<file path="src/rtl/gate_pkg.sv">
// Shared types and constants for the gate interlock: leg states, leg indices,
// request codes and fault-cause bit positions.
package gate_pkg;

  localparam int NUM_LEGS = 4;

  typedef enum logic [3:0] {
    L_OFF  = 4'b0001,
    L_UP   = 4'b0010,
    L_DN   = 4'b0100,
    L_DEAD = 4'b1000
  } leg_state_t;

  localparam int LEG_BUCK1 = 0;
  localparam int LEG_BUCK2 = 1;
  localparam int LEG_RES1  = 2;
  localparam int LEG_RES2  = 3;

  localparam int CAUSE_SHORT = 0;
  localparam int CAUSE_MAXON = 1;
  localparam int CAUSE_TRIP  = 2;

  localparam logic [1:0] REQ_OFF   = 2'b00;
  localparam logic [1:0] REQ_DN    = 2'b01;
  localparam logic [1:0] REQ_UP    = 2'b10;
  localparam logic [1:0] REQ_SHORT = 2'b11;

  // Gate pins are a pure decode of the leg state, so 11 can never appear.
  function automatic logic [1:0] gate_decode(input leg_state_t s);
    logic [1:0] g;
    g = 2'b00;
    if (s == L_UP) g = REQ_UP;
    else if (s == L_DN) g = REQ_DN;
    return g;
  endfunction

endpackage

</file>
<file path="src/rtl/gate_leg_fsm.sv">
// One half-bridge leg: enforces dead time between any turn-off and the next
// turn-on, and bounds the continuous on-time of the upper switch.
module gate_leg_fsm
  import gate_pkg::*;
#(
  parameter logic [15:0] DEAD_TIME     = 16'd10,
  parameter logic [15:0] MAX_ON_CYCLES = 16'd1000
) (
  input  logic       clk,
  input  logic       rst,
  input  logic [1:0] req,
  input  logic       force_off,
  output logic [1:0] gate,
  output logic       up_on,
  output logic       viol_short,
  output logic       viol_maxon
);

  leg_state_t  state_reg, state_next;
  logic [15:0] on_cnt_reg, on_cnt_next;
  logic [15:0] dead_cnt_reg, dead_cnt_next;

  always_ff @(posedge clk) begin
    if (rst) begin
      state_reg    <= L_OFF;
      on_cnt_reg   <= 16'd0;
      dead_cnt_reg <= 16'd0;
    end else begin
      state_reg    <= state_next;
      on_cnt_reg   <= on_cnt_next;
      dead_cnt_reg <= dead_cnt_next;
    end
  end

  always_comb begin
    state_next = state_reg;
    viol_short = (req == REQ_SHORT);
    viol_maxon = 1'b0;
    case (state_reg)
      L_OFF: begin
        if (!force_off) begin
          if (req == REQ_UP) state_next = L_UP;
          else if (req == REQ_DN) state_next = L_DN;
        end
      end
      L_UP: begin
        if (req != REQ_UP || force_off) begin
          state_next = L_DEAD;
        end else if (on_cnt_reg >= MAX_ON_CYCLES - 16'd1) begin
          state_next = L_DEAD;
          viol_maxon = 1'b1;
        end
      end
      L_DN: begin
        if (req != REQ_DN || force_off) state_next = L_DEAD;
      end
      L_DEAD: begin
        if (dead_cnt_reg >= DEAD_TIME - 16'd1) state_next = L_OFF;
      end
      default: state_next = L_OFF;
    endcase
  end

  // Both counters restart on any state change and saturate instead of wrapping.
  always_comb begin
    on_cnt_next   = on_cnt_reg;
    dead_cnt_next = dead_cnt_reg;
    if (state_next != state_reg) begin
      on_cnt_next   = 16'd0;
      dead_cnt_next = 16'd0;
    end else begin
      if (state_reg == L_UP && on_cnt_reg != 16'hFFFF) on_cnt_next = on_cnt_reg + 16'd1;
      if (state_reg == L_DEAD && dead_cnt_reg != 16'hFFFF) dead_cnt_next = dead_cnt_reg + 16'd1;
    end
  end

  assign gate  = gate_decode(state_reg);
  assign up_on = (state_reg == L_UP);

endmodule

</file>
<file path="src/rtl/gate_interlock.sv">
// Safety stage between the discharge controller and the gate drivers: four
// interlocked legs, deion gating, and a sticky fault latch with a guarded clear.
module gate_interlock
  import gate_pkg::*;
#(
  parameter logic [15:0] DEAD_TIME     = 16'd10,
  parameter logic [15:0] MAX_ON_CYCLES = 16'd1000
) (
  input  logic       clk,
  input  logic       rst,
  input  logic       arm,
  input  logic       trip,
  input  logic       fault_clr,
  input  logic [1:0] req_buck1,
  input  logic [1:0] req_buck2,
  input  logic [1:0] req_res1,
  input  logic [1:0] req_res2,
  input  logic       req_deion,
  output logic [1:0] gate_buck1,
  output logic [1:0] gate_buck2,
  output logic [1:0] gate_res1,
  output logic [1:0] gate_res2,
  output logic       gate_deion,
  output logic       fault,
  output logic [2:0] fault_cause,
  output logic [3:0] fault_leg
);

  logic [1:0]          req_leg  [NUM_LEGS];
  logic [1:0]          gate_leg [NUM_LEGS];
  logic [NUM_LEGS-1:0] up_on;
  logic [NUM_LEGS-1:0] viol_short;
  logic [NUM_LEGS-1:0] viol_maxon;
  logic [NUM_LEGS-1:0] req_idle;
  logic                force_off;

  logic                fault_reg, fault_next;
  logic [2:0]          cause_reg, cause_next;
  logic [3:0]          leg_reg, leg_next;
  logic                deion_reg, deion_next;
  logic [2:0]          new_cause;
  logic [3:0]          new_leg;
  logic                clear_ok;

  assign req_leg[LEG_BUCK1] = req_buck1;
  assign req_leg[LEG_BUCK2] = req_buck2;
  assign req_leg[LEG_RES1]  = req_res1;
  assign req_leg[LEG_RES2]  = req_res2;

  assign force_off = fault_reg | ~arm;

  generate
    for (genvar gi = 0; gi < NUM_LEGS; gi++) begin : g_leg
      gate_leg_fsm #(
        .DEAD_TIME    (DEAD_TIME),
        .MAX_ON_CYCLES(MAX_ON_CYCLES)
      ) u_leg (
        .clk       (clk),
        .rst       (rst),
        .req       (req_leg[gi]),
        .force_off (force_off),
        .gate      (gate_leg[gi]),
        .up_on     (up_on[gi]),
        .viol_short(viol_short[gi]),
        .viol_maxon(viol_maxon[gi])
      );
      assign req_idle[gi] = (req_leg[gi] == REQ_OFF);
    end
  endgenerate

  // A clear only takes effect when nothing could immediately re-arm a switch;
  // violations seen in the same cycle are still recorded.
  always_comb begin
    new_cause              = 3'b000;
    new_cause[CAUSE_SHORT] = |viol_short;
    new_cause[CAUSE_MAXON] = |viol_maxon;
    new_cause[CAUSE_TRIP]  = trip;
    new_leg                = viol_short | viol_maxon;
    clear_ok               = fault_clr & ~trip & (&req_idle) & ~req_deion;
    if (clear_ok) begin
      fault_next = |new_cause;
      cause_next = new_cause;
      leg_next   = new_leg;
    end else begin
      fault_next = fault_reg | (|new_cause);
      cause_next = cause_reg | new_cause;
      leg_next   = leg_reg | new_leg;
    end
    deion_next = req_deion & arm & ~fault_reg & ~(|up_on);
  end

  always_ff @(posedge clk) begin
    if (rst) begin
      fault_reg <= 1'b0;
      cause_reg <= 3'b000;
      leg_reg   <= 4'b0000;
      deion_reg <= 1'b0;
    end else begin
      fault_reg <= fault_next;
      cause_reg <= cause_next;
      leg_reg   <= leg_next;
      deion_reg <= deion_next;
    end
  end

  assign gate_buck1  = gate_leg[LEG_BUCK1];
  assign gate_buck2  = gate_leg[LEG_BUCK2];
  assign gate_res1   = gate_leg[LEG_RES1];
  assign gate_res2   = gate_leg[LEG_RES2];
  assign gate_deion  = deion_reg;
  assign fault       = fault_reg;
  assign fault_cause = cause_reg;
  assign fault_leg   = leg_reg;

endmodule

</file>
<file path="config.mk">
export PLATFORM = sky130hd
export DESIGN_NAME = gate_interlock
export DESIGN_NICKNAME = d
export VERILOG_FILES = /design/src/rtl/gate_pkg.sv /design/src/rtl/gate_leg_fsm.sv /design/src/rtl/gate_interlock.sv
export SDC_FILE = /design/constraint.sdc
export NUM_CORES = 1
export LEC_CHECK = 0
export ABC_AREA = 1
export CORE_ASPECT_RATIO = 0.9
export CORE_UTILIZATION = 60
export CTS_CLUSTER_DIAMETER = 40
export DETAILED_ROUTE_END_ITERATION = 8
export HOLD_SLACK_MARGIN = 0.1
export PLACE_DENSITY = 0.78
export SLEW_MARGIN = 20
export SYNTH_ARGS = -nofsm -noshare
export SYNTH_HDL_FRONTEND = slang
export SYNTH_SLANG_ARGS = --single-unit
export TNS_END_PERCENT = 30
</file>
<file path="constraint.sdc">
create_clock -name clk -period 5 [get_ports clk]
set_input_delay 1 -clock clk [delete_from_list [all_inputs] [get_ports clk]]
set_output_delay 1 -clock clk [all_outputs]
set_load 0.03 [all_outputs]
</file>
-- Word level (Yosys, flattened, before mapping)
Cells that the tools add are included.
- equal/unequal tests: 48
- bitwise gates (word level): 16
- reductions and logical operators: 29
- magnitude comparators: 8
- add/subtract/negate cells: 8
- multiplexer cells: 55
- operators with widths (operator ; count):
    16-bit by 1-bit adder with 16-bit output, second input constant ; 8
    16-bit != test, second input constant ; 8
    4-bit 2-to-1 mux ; 29
    16-bit by 10-bit >= comparator with 1-bit output, second input constant ; 4
    16-bit by 4-bit >= comparator with 1-bit output, second input constant ; 4
    4-bit one-hot mux with 4 select lines ; 4
    1-bit 2-to-1 mux ; 17
    2-bit equality test, second input constant ; 8
    4-bit by 1-bit equality test with 1-bit output, second input constant ; 4
    4-bit by 2-bit equality test with 1-bit output, second input constant ; 4
    4-bit by 3-bit equality test with 1-bit output, second input constant ; 4
    4-bit equality test, second input constant ; 4
    4-bit != test ; 4
    4-bit OR reduction ; 3
    9-bit OR reduction ; 1
    2-bit by 1-bit equality test with 1-bit output, second input constant ; 4
    1-bit logical AND ; 8
    2-bit logical NOT ; 4
    1-bit logical OR ; 8
    2-bit 2-to-1 mux ; 4
    2-bit by 1-bit != test with 1-bit output, second input constant ; 4
    2-bit != test, second input constant ; 4
    4-bit OR ; 2
    2-bit OR reduction ; 4
    other kinds (6) ; 16
- bits of input ports: 14
- output and inout bits: 17
- bits in registers: 153
- word-level logic and storage cells: 180

-- Depth between registers and ports, before layout
- word-level depth: 8
- depth in mapped cells: 14
- gate-level depth less buffers: 13

-- Cells and area by module
Synthesis repeated with hierarchy kept, for this count alone.
- cell total of the unflattened synthesis: 1557
- area, all modules: 10032.1 µm²
- by module, submodules not included (module ; area each (µm²) ; instances ; cells an instance):
    gate_leg_fsm at g_leg[0].u_leg ... ; 2401.1 ; 3 ; 375
    gate_leg_fsm at g_leg[3].u_leg ; 2403.6 ; 1 ; 371
    gate_interlock ; 425.4 ; 1 ; 61

-- Worst setup path before layout
OpenSTA, ideal clock, no wires.
- path type: input -> register
- from: input rst
- to: register g_leg[3].u_leg.dead_cnt_reg[0]
- path slack: 2793 ps
- library setup time: 73 ps
- stages: 8
- required time: 4927 ps
- arrival time: 2134 ps
- path buffers: 3
- path through: clkbuf_1 > inv_1 > clkbuf_1 > nand2_1 > nor2_1 > nand3_4 > buf_6 > nor3_2
- longest elaborated chain between the ends: 1
- RTL lines (what ; RTL line ; text):
    from (decl) ; gate_interlock.sv:10 ; input logic rst,
    2-bit OR reduction (no source line) ; -- ;
    to (signal assigned) ; gate_leg_fsm.sv:31 ; dead_cnt_reg <= dead_cnt_next;
    to (decl) ; gate_leg_fsm.sv:21 ; logic [15:0] dead_cnt_reg, dead_cnt_next;
No other way between the ends.
A chain may end at the register's enable or synchronous reset.

-- Final worst setup path
- from: input rst
- to: register g_leg[2].u_leg.dead_cnt_reg[0]
- longest elaborated chain between the ends: 1
- RTL lines (what ; RTL line):
    2-bit OR reduction (no source line) ; --
    to (signal assigned) ; gate_leg_fsm.sv:31
    to (decl) ; gate_leg_fsm.sv:21
No other way between the ends.

==> summary.md <==
| Metric | Value |
|---|---|
| Buffers on Ports | 30 |
| Final #Nets | about 1,700 |
| GRT Overall Usage | ~25% |
| Starting DRT DRC Count | roughly 540 |
| Filler Cells Inserted | roughly 1,500 |
| Residual DRC | 0 |
| CTS tree | yes |
| Skew-Pair Late Insertion Delay | 0.43 ns |
| Mean post-synth cell area | ~6.5 um2 |
| Via density per instance | 4.95 |
| Fmax | between 0.3 and 0.4 GHz |
| Vias | about 9,300 |
| Mapped Nets | ~1,600 |
| Number of synthesized flops with an enable pin | 0 |
| FF-to-FF setup slack | 2.65 ns |
| Ys async rst share | 0% |
| CTS Buf Count | 17 |
| Netlist Area Pre-Place | between 0.01 and 0.015 mm2 |
| Register area share after synthesis | about 29% |
| Die height | roughly 130 um |
| RSZ-0062 raised after global routing | no |
| Top-Level Pins | 31 |
| Ys flop type | dfxtp_1 |
| DIE WIDTH | between 100 and 150 um |
| Power density over the cells | 243 mW/mm2 |
| Final WL | 21,300 um |
| Post-CTS Setup Bufs | 0 |
| Initial antenna violation count | 0 |
| Critical path type | primary input to flop |
| Layout area overhead | 8.60% |
| Area of the die | between 0.015 and 0.02 mm2 |
| Core area | ~0.017 mm2 |
| Post-DP HPWL | about 15,000 um |
| Count of final setup violators | 0 |
| Clock Skew | roughly 0.0084 ns |
| Synth warnings | 0 |
| Commonest non-fill, non-tap cell in the layout | nand2_1 |
| Final period util | about 64% |
| TNS Setup | 0 ns |
| Placed cell areas | 0.0108 mm2 |
| Root buffer cell | clkbuf_16 |
| Startpoint types | primary input |
| CP endpoint kind | flop |
| Max-slew violations | 0 |
| N_diodes | 0 |
| Clk sink count | between 150 and 200 |
| Longest Clk Path Bufs | 2 |
| Commonest non-fill, non-tap cells in the layout | 408 x nand2_1, 257 x inv_1, 223 x nor2_1 |
| DRT antenna net count | 0 |
| Fin. Hold Viols | 0 |
| Largest net degree at the start of global routing | 33 |
| H-tree depth | 4 |
| Rel. slew slack | roughly a third |
| Vias in the first global route | around 8,400 |
| Clk pin slew, worst setup/hold paths | around 0.06 ns |
| WP data required | ~5.3 ns |
| Worst min path class | flop to flop |
| VDD IR max | approximately 240 uV |
| FP Rows | 45 |
| Netlist cell types | 40 |
| Worst slew pin tran | between 1 and 1.5 ns |
| Initial core utilization | slightly above 60% |
| Outcome | complete, no violations |
| Crit path arrival time | between 3 and 4 ns |
| Leakage power | 4.28 nW |
| Yosys reg bits | ~150 |
| Layout cell share with drive strength beyond 1 | 10.8% |
| Post-Syn Instances | around 1,600 |
| WL per Instance | 11.4 um |
| Max-cap violation count | 0 |
| Clock period minus worst slack | around 3.2 ns |
| Pre-antenna DRT Iters | 5 |
| Gr ovfl total | 0 |
| GP Congestion | about 0.9 |
| Final instance area | roughly 0.011 mm2 |
| Post-CTS sizing | 0 |
| Hold-fix buffers, CTS | 0 |
| Critical Path Fanout Max | 32 |
| First-pass GRT wire length | ~37,000 um |
metrics by stage:
stage / power [mW] / cells / util [%] / setup WS, ns / hold slack, ns
floorplan: 1.51 / 1606 / - / 2.79 / 0.510
detailed placement: 1.53 / 1838 / 63.5 / 1.36 / 0.465
finish: 2.76 / 1870 / 66.9 / 1.81 / 0.471
CTS: 2.77 / 1870 / 66.9 / 1.79 / 0.474
global route: 2.85 / 1870 / 66.9 / 1.55 / 0.501
global placement: 1.53 / 1838 / 63.5 / 1.44 / 0.464
kinds of logic (layout without fill, tap and decap cells):
| logic type | after synthesis | in the layout | synth area share, % |
|---|---|---|---|
| fa+ha+maj | 16 | 16 | 1.92 |
| xor+xnor | 96 | 96 | 8.06 |
| compound gates | 83 | 83 | 4.38 |
| buf+inv | 297 | 326 | 12.1 |
| flops | 153 | 153 | 29.4 |
| simple gates | 961 | 961 | 44.2 |
layout make-up:
| type | count | area [um2] | share of cell area, % |
|---|---|---|---|
| Clock buffer | 21 | 470 | 4.15 |
| Clock inverter | 11 | 97.6 | 0.861 |
| Inverter | 263 | 987 | 8.71 |
| Multi-Input combinational cell | 1156 | 6110 | 53.9 |
| Sequential cell | 153 | 3060 | 27.0 |
| Tap cell | 235 | 294 | 2.59 |
| Timing Repair Buffer | 31 | 308 | 2.72 |
synthesized netlist by cell type, types with 8 or more instances:
cell	count	share of area [%]
nand2_1	408	15
inv_1	257	9.2
nor2_1	223	8.0
dfxtp_1	153	29
nand3_1	116	5.6
xor2_1	78	6.5
nor2_2	52	3.1
o21ai_0	46	2.2
nor2_4	38	4.1
nor3_2	33	3.2
nand4_1	32	1.9
nor3_1	32	1.5
a21oi_1	24	1.2
xnor2_1	18	1.5
ha_1	16	1.9
buf_6	15	1.6
buf_2	11	0.53
nand2_2	8	0.48
per-layer routing:
| metal | share of wire, % | GRT usage (%) | wire length, um | vias up |
|---|---|---|---|---|
| met5 | 0 | 0 | 0 | - |
| met4 | 1.1 | 7.48 | 244 | 0 |
| met3 | 3.8 | 5.10 | 806 | 21 |
| met2 | 48 | 44.2 | 10200 | 131 |
| met1 | 47 | 31.0 | 10000 | 4138 |
| li1 | - | - | - | 4961 |
final timing paths:
path,depth (start not counted),start,endpoint
setup reg to reg,10,g_leg[3].u_leg.on_cnt_reg[0]$_SDFFE_PP0P_,g_leg[3].u_leg.on_cnt_reg[5]$_SDFFE_PP0P_
hold / removal,2,fault_cause[0]$_SDFF_PP0_,fault_cause[0]$_SDFF_PP0_
setup / recovery,8,rst,g_leg[2].u_leg.dead_cnt_reg[0]$_SDFFE_PP0P_
hold reg to reg,2,fault_cause[0]$_SDFF_PP0_,fault_cause[0]$_SDFF_PP0_
critical path: stages:
cell and delay, ns:
clkdlybuf4s50_1 0.92, inv_1 0.41, nand2_1 0.16, nor2_1 0.05
nand3_1 0.08, nor2_1 0.05, nand2_2 0.69, nor2_1 0.09
power by group:
group	switching [mW]	internal [mW]
clock network	0.528	0.721
logic	0.203	0.0635
registers	0.0113	1.23
Note: power is estimated with default switching activity, not from simulation.
